==> src/rtl/hazard_if.sv <==
// D-stage hazard bundle: pre-decoded operand/destination fields from the control
// unit going in, stall causes and HILO busy coming back.
interface hazard_if #(
  parameter int T_W = 3
) ();
  logic           d_valid;
  logic [4:0]     d_rs;
  logic [4:0]     d_rt;
  logic [T_W-1:0] d_tuse_rs;
  logic [T_W-1:0] d_tuse_rt;
  logic [4:0]     d_dst;
  logic [T_W-1:0] d_tnew;
  logic           d_md_start;
  logic           d_md_div;
  logic           d_md_use;
  logic           d_eret;
  logic           d_epc_wr;
  logic           flush;
  logic           stall;
  logic           stall_rs;
  logic           stall_rt;
  logic           stall_hilo;
  logic           stall_eret;
  logic           md_busy;

  modport master (
    output d_valid, d_rs, d_rt, d_tuse_rs, d_tuse_rt, d_dst, d_tnew,
           d_md_start, d_md_div, d_md_use, d_eret, d_epc_wr, flush,
    input  stall, stall_rs, stall_rt, stall_hilo, stall_eret, md_busy
  );

  modport slave (
    input  d_valid, d_rs, d_rt, d_tuse_rs, d_tuse_rt, d_dst, d_tnew,
           d_md_start, d_md_div, d_md_use, d_eret, d_epc_wr, flush,
    output stall, stall_rs, stall_rt, stall_hilo, stall_eret, md_busy
  );
endinterface

==> src/rtl/hazard_scoreboard.sv <==
// D-stage stall unit: per-stage scoreboard of in-flight writes with countdown Tnew,
// a multiply/divide busy counter and an eret-vs-EPC-write interlock.
module hazard_scoreboard #(
  parameter int DEPTH       = 2,
  parameter int T_W         = 3,
  parameter int MULT_CYCLES = 5,
  parameter int DIV_CYCLES  = 10
) (
  input logic  clk,
  input logic  reset_n,
  hazard_if.slave hz
);

  localparam int MD_MAX = (DIV_CYCLES > MULT_CYCLES) ? DIV_CYCLES : MULT_CYCLES;
  localparam int MD_W   = $clog2(MD_MAX) + 1;

  typedef struct packed {
    logic           valid;
    logic [4:0]     dst;
    logic [T_W-1:0] tnew;
    logic           epc_wr;
    logic           md;
  } slot_t;

  slot_t           slots [DEPTH];
  logic [MD_W-1:0] md_cnt;
  logic            issue;

  logic           rs_found;
  logic           rt_found;
  logic [T_W-1:0] rs_tnew;
  logic [T_W-1:0] rt_tnew;
  logic           epc_pending;

  // Moving one stage down the pipe costs one cycle of Tnew, floored at zero.
  function automatic slot_t age(input slot_t s);
    slot_t r;
    r      = s;
    r.tnew = (s.tnew == '0) ? '0 : s.tnew - T_W'(1);
    return r;
  endfunction

  // Search oldest to youngest so the lowest-index match is the one that sticks.
  // NOTE: every variable written here gets a default first, otherwise a path that
  // skips the assignment would infer a latch.
  always_comb begin
    rs_found    = 1'b0;
    rt_found    = 1'b0;
    rs_tnew     = '0;
    rt_tnew     = '0;
    epc_pending = 1'b0;
    for (int i = DEPTH - 1; i >= 0; i--) begin
      if (slots[i].valid) begin
        if (hz.d_rs != 5'd0 && slots[i].dst == hz.d_rs) begin
          rs_found = 1'b1;
          rs_tnew  = slots[i].tnew;
        end
        if (hz.d_rt != 5'd0 && slots[i].dst == hz.d_rt) begin
          rt_found = 1'b1;
          rt_tnew  = slots[i].tnew;
        end
        if (slots[i].epc_wr) begin
          epc_pending = 1'b1;
        end
      end
    end
  end

  assign hz.stall_rs   = hz.d_valid && rs_found && (hz.d_tuse_rs < rs_tnew);
  assign hz.stall_rt   = hz.d_valid && rt_found && (hz.d_tuse_rt < rt_tnew);
  assign hz.md_busy    = (md_cnt != '0);
  assign hz.stall_hilo = hz.d_valid && hz.d_md_use && hz.md_busy;
  assign hz.stall_eret = hz.d_valid && hz.d_eret && epc_pending;
  assign hz.stall      = hz.stall_rs || hz.stall_rt || hz.stall_hilo || hz.stall_eret;

  assign issue = hz.d_valid && !hz.stall && !hz.flush;

  // NOTE: the scoreboard slots are state that gates stalls, so unlike a data RAM
  // they must be cleared by reset; a stale valid bit would freeze D.
  // NOTE: non-blocking assignments throughout so every slot samples its neighbour's
  // pre-edge value and the shift does not ripple within one edge.
  always_ff @(posedge clk or negedge reset_n) begin
    if (!reset_n) begin
      for (int i = 0; i < DEPTH; i++) begin
        slots[i] <= '0;
      end
      md_cnt <= '0;
    end else begin
      if (hz.flush) begin
        for (int i = 0; i < DEPTH; i++) begin
          slots[i] <= '0;
        end
      end else begin
        if (issue) begin
          slots[0] <= '{valid: 1'b1, dst: hz.d_dst, tnew: hz.d_tnew,
                        epc_wr: hz.d_epc_wr, md: hz.d_md_start};
        end else begin
          slots[0] <= '0;
        end
        for (int i = 1; i < DEPTH; i++) begin
          slots[i] <= age(slots[i-1]);
        end
      end

      // A start op still sitting in E is squashed by flush; once past E it commits.
      if (issue && hz.d_md_start) begin
        md_cnt <= hz.d_md_div ? MD_W'(DIV_CYCLES) : MD_W'(MULT_CYCLES);
      end else if (hz.flush && slots[0].valid && slots[0].md) begin
        md_cnt <= '0;
      end else if (md_cnt != '0) begin
        md_cnt <= md_cnt - MD_W'(1);
      end
    end
  end

endmodule
==> src/flat_wrapper.sv <==
// flat-port wrapper written by rule: the top's interface ports become plain ports
module hazard_scoreboard_flat 
#(
  parameter int DEPTH       = 2,
  parameter int T_W         = 3,
  parameter int MULT_CYCLES = 5,
  parameter int DIV_CYCLES  = 10
)
  (clk, reset_n, hz_d_valid, hz_d_rs, hz_d_rt, hz_d_tuse_rs, hz_d_tuse_rt, hz_d_dst, hz_d_tnew, hz_d_md_start, hz_d_md_div, hz_d_md_use, hz_d_eret, hz_d_epc_wr, hz_flush, hz_stall, hz_stall_rs, hz_stall_rt, hz_stall_hilo, hz_stall_eret, hz_md_busy);
  hazard_if #(.T_W(T_W)) hz_i ();
  input logic clk;
  input logic reset_n;
  input wire logic [$bits(hz_i.d_valid)-1:0] hz_d_valid;
  input wire logic [$bits(hz_i.d_rs)-1:0] hz_d_rs;
  input wire logic [$bits(hz_i.d_rt)-1:0] hz_d_rt;
  input wire logic [$bits(hz_i.d_tuse_rs)-1:0] hz_d_tuse_rs;
  input wire logic [$bits(hz_i.d_tuse_rt)-1:0] hz_d_tuse_rt;
  input wire logic [$bits(hz_i.d_dst)-1:0] hz_d_dst;
  input wire logic [$bits(hz_i.d_tnew)-1:0] hz_d_tnew;
  input wire logic [$bits(hz_i.d_md_start)-1:0] hz_d_md_start;
  input wire logic [$bits(hz_i.d_md_div)-1:0] hz_d_md_div;
  input wire logic [$bits(hz_i.d_md_use)-1:0] hz_d_md_use;
  input wire logic [$bits(hz_i.d_eret)-1:0] hz_d_eret;
  input wire logic [$bits(hz_i.d_epc_wr)-1:0] hz_d_epc_wr;
  input wire logic [$bits(hz_i.flush)-1:0] hz_flush;
  output wire logic [$bits(hz_i.stall)-1:0] hz_stall;
  output wire logic [$bits(hz_i.stall_rs)-1:0] hz_stall_rs;
  output wire logic [$bits(hz_i.stall_rt)-1:0] hz_stall_rt;
  output wire logic [$bits(hz_i.stall_hilo)-1:0] hz_stall_hilo;
  output wire logic [$bits(hz_i.stall_eret)-1:0] hz_stall_eret;
  output wire logic [$bits(hz_i.md_busy)-1:0] hz_md_busy;
  assign hz_i.d_valid = hz_d_valid;
  assign hz_i.d_rs = hz_d_rs;
  assign hz_i.d_rt = hz_d_rt;
  assign hz_i.d_tuse_rs = hz_d_tuse_rs;
  assign hz_i.d_tuse_rt = hz_d_tuse_rt;
  assign hz_i.d_dst = hz_d_dst;
  assign hz_i.d_tnew = hz_d_tnew;
  assign hz_i.d_md_start = hz_d_md_start;
  assign hz_i.d_md_div = hz_d_md_div;
  assign hz_i.d_md_use = hz_d_md_use;
  assign hz_i.d_eret = hz_d_eret;
  assign hz_i.d_epc_wr = hz_d_epc_wr;
  assign hz_i.flush = hz_flush;
  assign hz_stall = hz_i.stall;
  assign hz_stall_rs = hz_i.stall_rs;
  assign hz_stall_rt = hz_i.stall_rt;
  assign hz_stall_hilo = hz_i.stall_hilo;
  assign hz_stall_eret = hz_i.stall_eret;
  assign hz_md_busy = hz_i.md_busy;
  hazard_scoreboard #(.DEPTH(DEPTH), .T_W(T_W), .MULT_CYCLES(MULT_CYCLES), .DIV_CYCLES(DIV_CYCLES)) u_core (.clk(clk), .reset_n(reset_n), .hz(hz_i));
endmodule
==> config.mk <==
export PLATFORM = sky130hd
export DESIGN_NAME = hazard_scoreboard_flat
export DESIGN_NICKNAME = d
export VERILOG_FILES = /design/src/rtl/hazard_if.sv /design/src/rtl/hazard_scoreboard.sv /design/src/flat_wrapper.sv
export SDC_FILE = /design/constraint.sdc
export NUM_CORES = 1
export LEC_CHECK = 0
export ABC_AREA = 1
export BUFFER_PORTS_ARGS = -buffer_cell sky130_fd_sc_hd__buf_2
export CELL_PAD_IN_SITES_DETAIL_PLACEMENT = 1
export CELL_PAD_IN_SITES_GLOBAL_PLACEMENT = 1
export CORE_MARGIN = 5
export CORE_UTILIZATION = 25
export DETAILED_ROUTE_END_ITERATION = 16
export GPL_ROUTABILITY_DRIVEN = 1
export HOLD_SLACK_MARGIN = 0.03
export PLACE_DENSITY_LB_ADDON = 0.1
export REMOVE_ABC_BUFFERS = 1
export SYNTH_ARGS = -nofsm -noshare
export SYNTH_HDL_FRONTEND = slang
export SYNTH_SLANG_ARGS = --single-unit
==> constraint.sdc <==
create_clock -name clk -period 3.85 [get_ports clk]
set_clock_uncertainty 0.05 [all_clocks]
set_input_delay 0.385 -clock clk [delete_from_list [all_inputs] [get_ports clk]]
set_output_delay 0.385 -clock clk [all_outputs]
set_load 0.005 [all_outputs]
== Yosys cells after proc, flatten, opt, wreduce, memory -nomap -nowiden ==
Index checks and enable logic that the tools add are counted.

* $add $sub $neg: 2
* Multipliers: 0
* Div/mod/pow operators: 0
* Magnitude comparators: 2
* Equality and inequality tests: 4
* Shift-type cells: 0
* Multiplexer cells: 27
* Bitwise logic cells: 0
* Reduce and logical (&&, ||, !) cells: 27

{| class="wikitable"
|+ Operators with widths
! cell !! count
|-
| 3-bit two-way mux || 9
|-
| 22-bit two-way mux || 1
|-
| 5-bit equality test || 4
|-
| 1-bit logical AND || 17
|-
| 5-bit two-way mux || 3
|-
| 5-bit nonzero test || 3
|-
| 1-bit two-way mux || 12
|-
| 11-bit two-way mux || 1
|-
| 3-bit less-than comparator || 2
|-
| 5-bit by 1-bit subtractor with 5-bit output (second input constant) || 1
|-
| 4-bit two-way mux || 1
|-
| 3-bit logical NOT || 1
|-
| 1-bit logical OR || 3
|-
| 3-bit nonzero test || 1
|-
| 3-bit by 1-bit subtractor with 3-bit output (second input constant) || 1
|-
| 1-bit logical NOT || 2
|}

* Flip-flop bits (word level): 26
* Bits in latches: 0
* RAM bits: 0
* Bits in read-only memories: 0
* Input port bits: 33
* Logic and storage cells: 72
* Memories: 0

== Logic depth before layout (Yosys ltp) ==
Gate-level depths: netlist (run 1).

* Depth after elaboration: 16
* Depth in mapped cells: 23
* Gate-level depth less buffers: 23

== Worst setup path before layout (run 1) ==
OpenSTA, ideal clock, no wires.

* Kind: input-to-output
* Start: in hz_d_rt[1]
* End: out hz_stall
* Arrival time: 2,142 ps
* Required time: 3,415 ps
* Path slack: 1,273 ps
* Stages on the path: 17
* Cells stage by stage: inv_1 -> nand2_1 -> nor2_1 -> nor2_2 -> nand2_2 -> nand4_1 -> o22ai_1 -> inv_1 -> ha_1 -> nand2_1 -> or2_2 -> nand4_1 -> nand2_1 -> nand2_1 -> nor2_2 -> nor2_4 -> inv_1

* Word-level cells in the longest chain between the ends: 11
* Elaborated cells between the ends (all ways): 19

{| class="wikitable"
|+ Ends and longest elaborated chain
! element !! RTL line !! RTL
|-
| start: declaration || flat_wrapper.sv:15 || <nowiki>input wire logic [$bits(hz_i.d_rt)-1:0] hz_d_rt;</nowiki>
|-
| 5-bit equality test or 5-bit nonzero test (tied branches) || hazard_scoreboard.sv:58 || <nowiki>if (hz.d_rt != 5'd0 && slots[i].dst == hz.d_rt) begin</nowiki>
|-
| 1-bit logical AND || hazard_scoreboard.sv:58 ||
|-
| 3-bit two-way mux or 1-bit two-way mux (tied branches) || hazard_scoreboard.sv:58 ||
|-
| 3-bit two-way mux or 1-bit two-way mux (tied branches) || hazard_scoreboard.sv:53 || <nowiki>if (slots[i].valid) begin</nowiki>
|-
| 3-bit two-way mux or 1-bit two-way mux (tied branches) || hazard_scoreboard.sv:58 ||
|-
| 3-bit two-way mux or 1-bit two-way mux (tied branches) || hazard_scoreboard.sv:53 ||
|-
| 3-bit less-than comparator or 1-bit logical AND (tied branches) || hazard_scoreboard.sv:70 || <nowiki>assign hz.stall_rt = hz.d_valid && rt_found && (hz.d_tuse_rt < rt_tnew);</nowiki>
|-
| 1-bit logical AND * || hazard_scoreboard.sv:70 ||
|-
| net hz_stall_rt || flat_wrapper.sv:28 || <nowiki>output wire logic [$bits(hz_i.stall_rt)-1:0] hz_stall_rt;</nowiki>
|-
| 1-bit logical OR * (3 in a row) || hazard_scoreboard.sv:74 || <nowiki>assign hz.stall = hz.stall_rs || hz.stall_rt || hz.stall_hilo || hz.stall_eret;</nowiki>
|-
| end: declaration || flat_wrapper.sv:26 || <nowiki>output wire logic [$bits(hz_i.stall)-1:0] hz_stall;</nowiki>
|}

Mark *: on every way through the listed nets, which the timed path passes. The rest lies on a longest branch.

== Final worst setup path (run 1) ==
* Start: reg u_core.slots[16] (netlist name)
* End: out hz_stall

* Word-level cells in the longest chain between the ends: 9
* Elaborated cells between the ends (all ways): 21

{| class="wikitable"
|+ Ends and longest elaborated chain
! element !! RTL line !! RTL
|-
| start: declaration || hazard_scoreboard.sv:25 || <nowiki>slot_t slots [DEPTH];</nowiki>
|-
| start signal: indexed assignment || hazard_scoreboard.sv:101 || <nowiki>slots[i] <= age(slots[i-1]);</nowiki>
|-
| 5-bit equality test (on tied branches) || hazard_scoreboard.sv:54, hazard_scoreboard.sv:58 ||
|-
| 1-bit logical AND (on tied branches) || hazard_scoreboard.sv:54, hazard_scoreboard.sv:58 ||
|-
| 3-bit two-way mux (tied with other cells) || hazard_scoreboard.sv:54 || <nowiki>if (hz.d_rs != 5'd0 && slots[i].dst == hz.d_rs) begin</nowiki>
|-
| 3-bit two-way mux or 1-bit two-way mux (tied branches) || hazard_scoreboard.sv:53 ||
|-
| 3-bit less-than comparator (tied with other cells) || hazard_scoreboard.sv:69 || <nowiki>assign hz.stall_rs = hz.d_valid && rs_found && (hz.d_tuse_rs < rs_tnew);</nowiki>
|-
| 1-bit logical AND (on tied branches) || hazard_scoreboard.sv:69, hazard_scoreboard.sv:70 ||
|-
| 1-bit logical OR * (3 in a row) || hazard_scoreboard.sv:74 ||
|}

Mark *: on every way between the ends. The rest lies on a longest branch, timed or not.

==> results of run 1 <==
[synth_stat cells, types with 4 or more instances]
cell / instances / area (µm²)
nand2_1: 69 / 259
inv_1: 60 / 225
nor2_1: 28 / 105
dfrtp_1: 26 / 651
nand3_1: 14 / 70.1
inv_2: 9 / 33.8
a21oi_1: 7 / 35.0
ha_1: 7 / 87.6
nand2_2: 7 / 43.8
nand4_1: 7 / 43.8
nor2_2: 6 / 37.5
o22ai_1: 4 / 25.0
[metrics by stage]
stage,cells,area (µm²),util,power (mW),hold slack (ns)
after floorplan,266,1810,-,0.523,0.0394
after global placement,403,2120,0.297,0.607,0.396
after detailed placement,403,2120,0.297,0.612,0.399
after CTS,407,2190,0.307,0.854,0.0816
after global routing,407,2190,0.307,0.916,0.102
final,407,2190,0.307,0.834,0.0621
[worst max-delay path, stage by stage (launching register included)]
cell	delay, ns
dfrtp_1	0.41
inv_1	0.11
nand2_1	0.06
nand3_1	0.11
nor2_2	0.08
nand2_2	0.12
nand4_1	0.12
o22ai_1	0.16
inv_1	0.06
ha_1	0.29
nand2_1	0.08
or2_2	0.28
nand4_1	0.11
nand2_1	0.06
nand2_1	0.07
nor2_2	0.06
nor2_4	0.14
inv_1	0.05
buf_2	0.12
[area by class of cell]
class,count,share of cell area
tap,99,0.0565
clock buffer,3,0.0188
inverter,69,0.118
clock inverter,1,0.0137
multi-input combinational,171,0.410
timing repair buffer,38,0.0867
sequential,26,0.297
[worst min path at each step]
stage                       start          endpoint  slack, ns
final                     reset_n  u_core.slots[18]       0.06
after global routing      reset_n  u_core.slots[18]       0.10
after CTS                 reset_n  u_core.slots[20]       0.08
after detailed placement  reset_n  u_core.slots[20]       0.40
after floorplan           reset_n  u_core.md_cnt[0]       0.04
after global placement    reset_n  u_core.slots[18]       0.40
[power by group through the flow]
stage / clock network, mW / logic, mW / registers (mW)
6_report: 0.236 / 0.273 / 0.324
4_1_cts: 0.246 / 0.283 / 0.325
3_5_place_dp: 0 / 0.282 / 0.330
3_3_place_gp: 0 / 0.277 / 0.329
2_1_floorplan: 0 / 0.198 / 0.325
5_1_grt: 0.261 / 0.326 / 0.329
[registers in the layout, summed over array words and instances (netlist names)]
register / cells
u_core.md_cnt: 5
u_core.slots: 21
[cell families (layout without fill, tap and decap cells)]
group	after synthesis	count (layout)	share of synthesized area
flops	26	26	0.359
xor+xnor	4	4	0.0193
compound gates	18	18	0.0608
fa+ha+maj	7	7	0.0483
simple gates	142	142	0.367
buf+inv	70	111	0.145
[per-layer routing]
metal / vias to the layer above / wire [µm]
li1: 881 / -
met1: 783 / 2680
met2: 23 / 2360
met3: 4 / 128
met4: 0 / 50
met5: - / 0
==> reports/results.ini, run 1 <==
[clocking]
clkSinkCount=26
clk_pin_slew_worst_paths_ns=0.10
root_buffer=clkbuf_8
clk_latency_ns=0.28
cts_setup_buffers=0
clockBufferDepth=2
postCtsHoldBufs=0
post_cts_resized=0
htree_num_levels=1
cts_inserted_buffers=3
cts_tree=yes

[synthesis]
yosysSeqAreaShare=0.359
synth_edf_count=0
synth-main-ff-cell=dfrtp_1
syn_area_per_cell_um2=6.79
ys_ff_latch=26
netlist_area_um2=1810
synth_cell_types=24
ys.warnings.count=0
async_flop_share=1.00
syn-instance-count=267

[pwr]
p_per_area_nw_per_um2=380
p_sw_mw=0.279
p_leak_nw=1.24
combinationalPowerShare=0.328
pwr-share-clk=0.283
seq_power_share=0.389
intPower_mw=0.555
ir_drop_mv=0.184
swShare=0.334

[sta]
setup_violations=0
tightest_slew_ns=0.628
tns_ns=0
finalHoldViolCount=0
min_period_ns=3.20
fmax_mhz=313
rsz0062_at_grt=no
layout_setup_ws_ns=0.651
max_slew_margin=0.581
drv_slew=0
min_period_over_period=0.831

[setup_path]
arrival_ns=2.76
r2r_setup_slack_ns=1.01
cp-end-kind=output pin
r2r_cells=18
critPathCapture=hz_stall
critPathLaunch=u_core.slots[16]
r2r-start=u_core.slots[16]
worstSetupPathType=reg2out
critical_path.max_fanout=5
startpoint_type=flip-flop
crit_required_ns=3.41
r2r-end=u_core.slots[13]

[die]
die-area_um2=9050
die_w_um=95.1
die_h_um=95.1
io_pins=39
rows=31
initial_utilization=0.254
core_area_um2=7140

[placed_design]
dpl.hpwl_um=4330
gp_congestion=0.775
pre_cts_ws_ns=0.795
numPortBuffers=38

[route]
wl_per_cell_um=12.8
wl_um=5210
drtIter0Drc=31
vias=1691
ant_nets=0
dr.pass1.iters=4
drc=0
via_per_inst=4.15

[layout]
antenna_cells=0
areaGrowthSynthToFinish_pct=21.1
drive_above_1_share=0.250
multi_input_area_um2=898
fin_nets=349
final_cell_mix=nand2_1, inv_1, buf_2
seq_area_um2=651
layout_commonest_cell=nand2_1
filler_cell_count=946

[grt]
grt_pass1_vias=1740
antenna_found_initial=0
grt.busiest_layer=met2
use_met3=0.0189
grt-ovfl-total=0
grt_pass1_wl_um=8650
grt_use_met1=0.175
grt_max_degree=27
track_usage=0.124
use_met2=0.200

[job]
maxCapViolCount=0

[run_status]
status=completed

[hold_path]
hold_class=in2async

No activity file was read; power rests on OpenSTA's default activity.
==> inputs of run 2 (changes only) <==
- clock period: 3.85 -> 3.2 ns (I/O delays scaled with it)
==> run 2 against run 1 <==
Net effect: combinational power grew 25%; sequential share of layout area shrank 1.6 points; final area grew 5.6%; critical path type unchanged; largest power group unchanged.
==> reports/results.ini, run 2 (synthesis results as in run 1) <==
[sta]
max_slew_margin=0.576  ; -0.00518
tightest_slew_ns=0.636  ; +0.00776 ns
fmax_mhz=331
layout_setup_ws_ns=0.176  ; -0.474 ns
min_period_over_period=0.945
drv_slew=0  ; unchanged
min_period_ns=3.02
finalHoldViolCount=0  ; unchanged
setup_violations=0  ; unchanged

[grt]
grt-ovfl-total=0  ; unchanged
grt_max_degree=27  ; unchanged
grt_pass1_wl_um=8350  ; -3.5%
use_met2=0.198  ; -0.00233
grt.busiest_layer=met2
track_usage=0.119  ; -0.00444
grt_pass1_vias=1741  ; +0.057%
grt_use_met1=0.163  ; -0.0120
antenna_found_initial=0  ; unchanged
use_met3=0.0182  ; -0.000789

[layout]
final_cell_mix=nand2_1, inv_1, buf_2
seq_area_um2=651  ; unchanged
antenna_cells=0  ; unchanged
largest_register_ffs=21  ; unchanged
areaGrowthSynthToFinish_pct=27.8
final_util=0.325  ; +0.0172
multi_input_area_um2=973  ; +8.4%
fin_nets=355  ; +1.7%
design_area_um2=2320  ; +5.6%
layout.cells.non_filler=413  ; +1.5%
largest-register=u_core.slots
drive_above_1_share=0.315  ; +0.0653
filler_cell_count=959  ; +1.4%
reg.largest.list=u_core.slots x21, u_core.md_cnt x5
layout_commonest_cell=nand2_1

[route]
dr.pass1.iters=4  ; unchanged
wl_um=5150  ; -1.2%
via_per_inst=4.14  ; -0.46%
ant_nets=0  ; unchanged
drc=0  ; unchanged
drtIter0Drc=29  ; -6.5%
vias=1708  ; +1.0%
wl_per_cell_um=12.5  ; -2.7%

[pwr]
p_leak_nw=1.27  ; +3.2%
ir_drop_mv=0.221  ; +20%
p_per_area_nw_per_um2=437  ; +15%
finalPower_mw=1.01  ; +21%

[clocking]
clk_latency_ns=0.28  ; about the same
htree_num_levels=1  ; unchanged
clk_pin_slew_worst_paths_ns=0.10  ; about the same
clockBufferDepth=2  ; unchanged
root_buffer=clkbuf_8
cts_tree=yes
clkSinkCount=26  ; unchanged
cts_inserted_buffers=3  ; unchanged

[placed_design]
place_area_um2=2120  ; unchanged
dpl.hpwl_um=4220  ; -2.7%
numPortBuffers=38  ; unchanged
dp_cells=403  ; unchanged
pre_cts_ws_ns=0.272  ; -0.523 ns
gp_congestion=0.759  ; -2.1%

[setup_path]
cpMostUsedCell=nand2_2
arrival_ns=2.65  ; -0.11 ns
critical-path-max-stage-delay_ns=0.42  ; about the same
startpoint_type=flip-flop
cp-end-kind=output pin
critical_path.max_fanout=4  ; -1
crit_required_ns=2.83  ; -0.58 ns
r2r_cells=19  ; +1
r2r_setup_slack_ns=0.45  ; -0.56 ns
worstSetupPathType=reg2out
critical-path-slowest-cell=dfrtp_1
path_cells=inv_2 -> nand2_2 -> nand4_1 -> nor2_2 -> nand2_2 -> nand4_1 -> o22ai_2 -> inv_2 -> ha_4 -> nand2_2 -> or2_2 -> nand4_1 -> nand2_1 -> nand2_2 -> nor2_4 -> nor2_4 -> inv_1 -> buf_2

[hold_path]
hold_class=in2reg
whs_path_depth=3

[job]
maxCapViolCount=0  ; unchanged

[run_status]
status=completed

[die]
die-area_um2=9050  ; unchanged
initial_utilization=0.254  ; unchanged
die_w_um=95.1  ; unchanged
rows=31  ; unchanged
core_area_um2=7140  ; unchanged
die_h_um=95.1  ; unchanged
io_pins=39  ; unchanged

-- run 2: cell type report --
cell class | count | share of cell area
multi-input cells | 171 | 0.420
flip-flops and latches | 26 | 0.281
inverters | 69 | 0.112
repair buffers | 44 | 0.103
well taps | 99 | 0.0535
clock buffers | 3 | 0.0178
clock inverters | 1 | 0.0130
-- run 2: report_power, final --
group | leakage [nW] | total [mW] | internal, mW | switching (mW)
combinational | 0.890 | 0.340 | 0.141 | 0.198
sequential | 0.349 | 0.389 | 0.367 | 0.0222
clock | 0.0357 | 0.282 | 0.168 | 0.115
total | 1.27 | 1.01 | 0.676 | 0.335
-- run 2: final timing paths --
check,endpoint,start
max,hz_stall,u_core.slots[19]
min reg2reg,u_core.slots[1],u_core.slots[12]
min,u_core.slots[12],hz_d_epc_wr
max in group asynchronous,u_core.slots[13],reset_n
min in group asynchronous,u_core.slots[18],reset_n
max reg2reg,u_core.slots[16],u_core.slots[19]
-- run 2: worst max-delay path: cells and delay by family, from the launching register on --
family,cells,cell delay [ns]
adder cells (fa/ha/maj),1,0.27
buffers and inverters,4,0.32
AO/OA/AOI/OAI,1,0.17
flip-flops,1,0.42
AND/OR/NAND/NOR,12,1.20
-- run 2: per-layer routing --
metal,vias to the layer above,wire length (µm)
met4,0,48
met3,4,146
met2,20,2370
li1,887,-
met5,-,0
met1,797,2580
-- run 2: timing repair --
action	CTS	global route
hold buffers	1	0
setup buffers	0	5
setup endpoints to repair	0	2
hold endpoints to repair	17	0
gates resized for setup	0	18
-- run 2: per-stage QoR --
| stage | setup TNS, ns | hold slack (ns) |
|---|---|---|
| after global placement | 0 | 0.330 |
| after CTS | 0 | 0.178 |
| after floorplan | 0 | -0.0256 |
| after global routing | -0.0125 | 0.181 |
| final | 0 | 0.189 |
| after detailed placement | 0 | 0.342 |
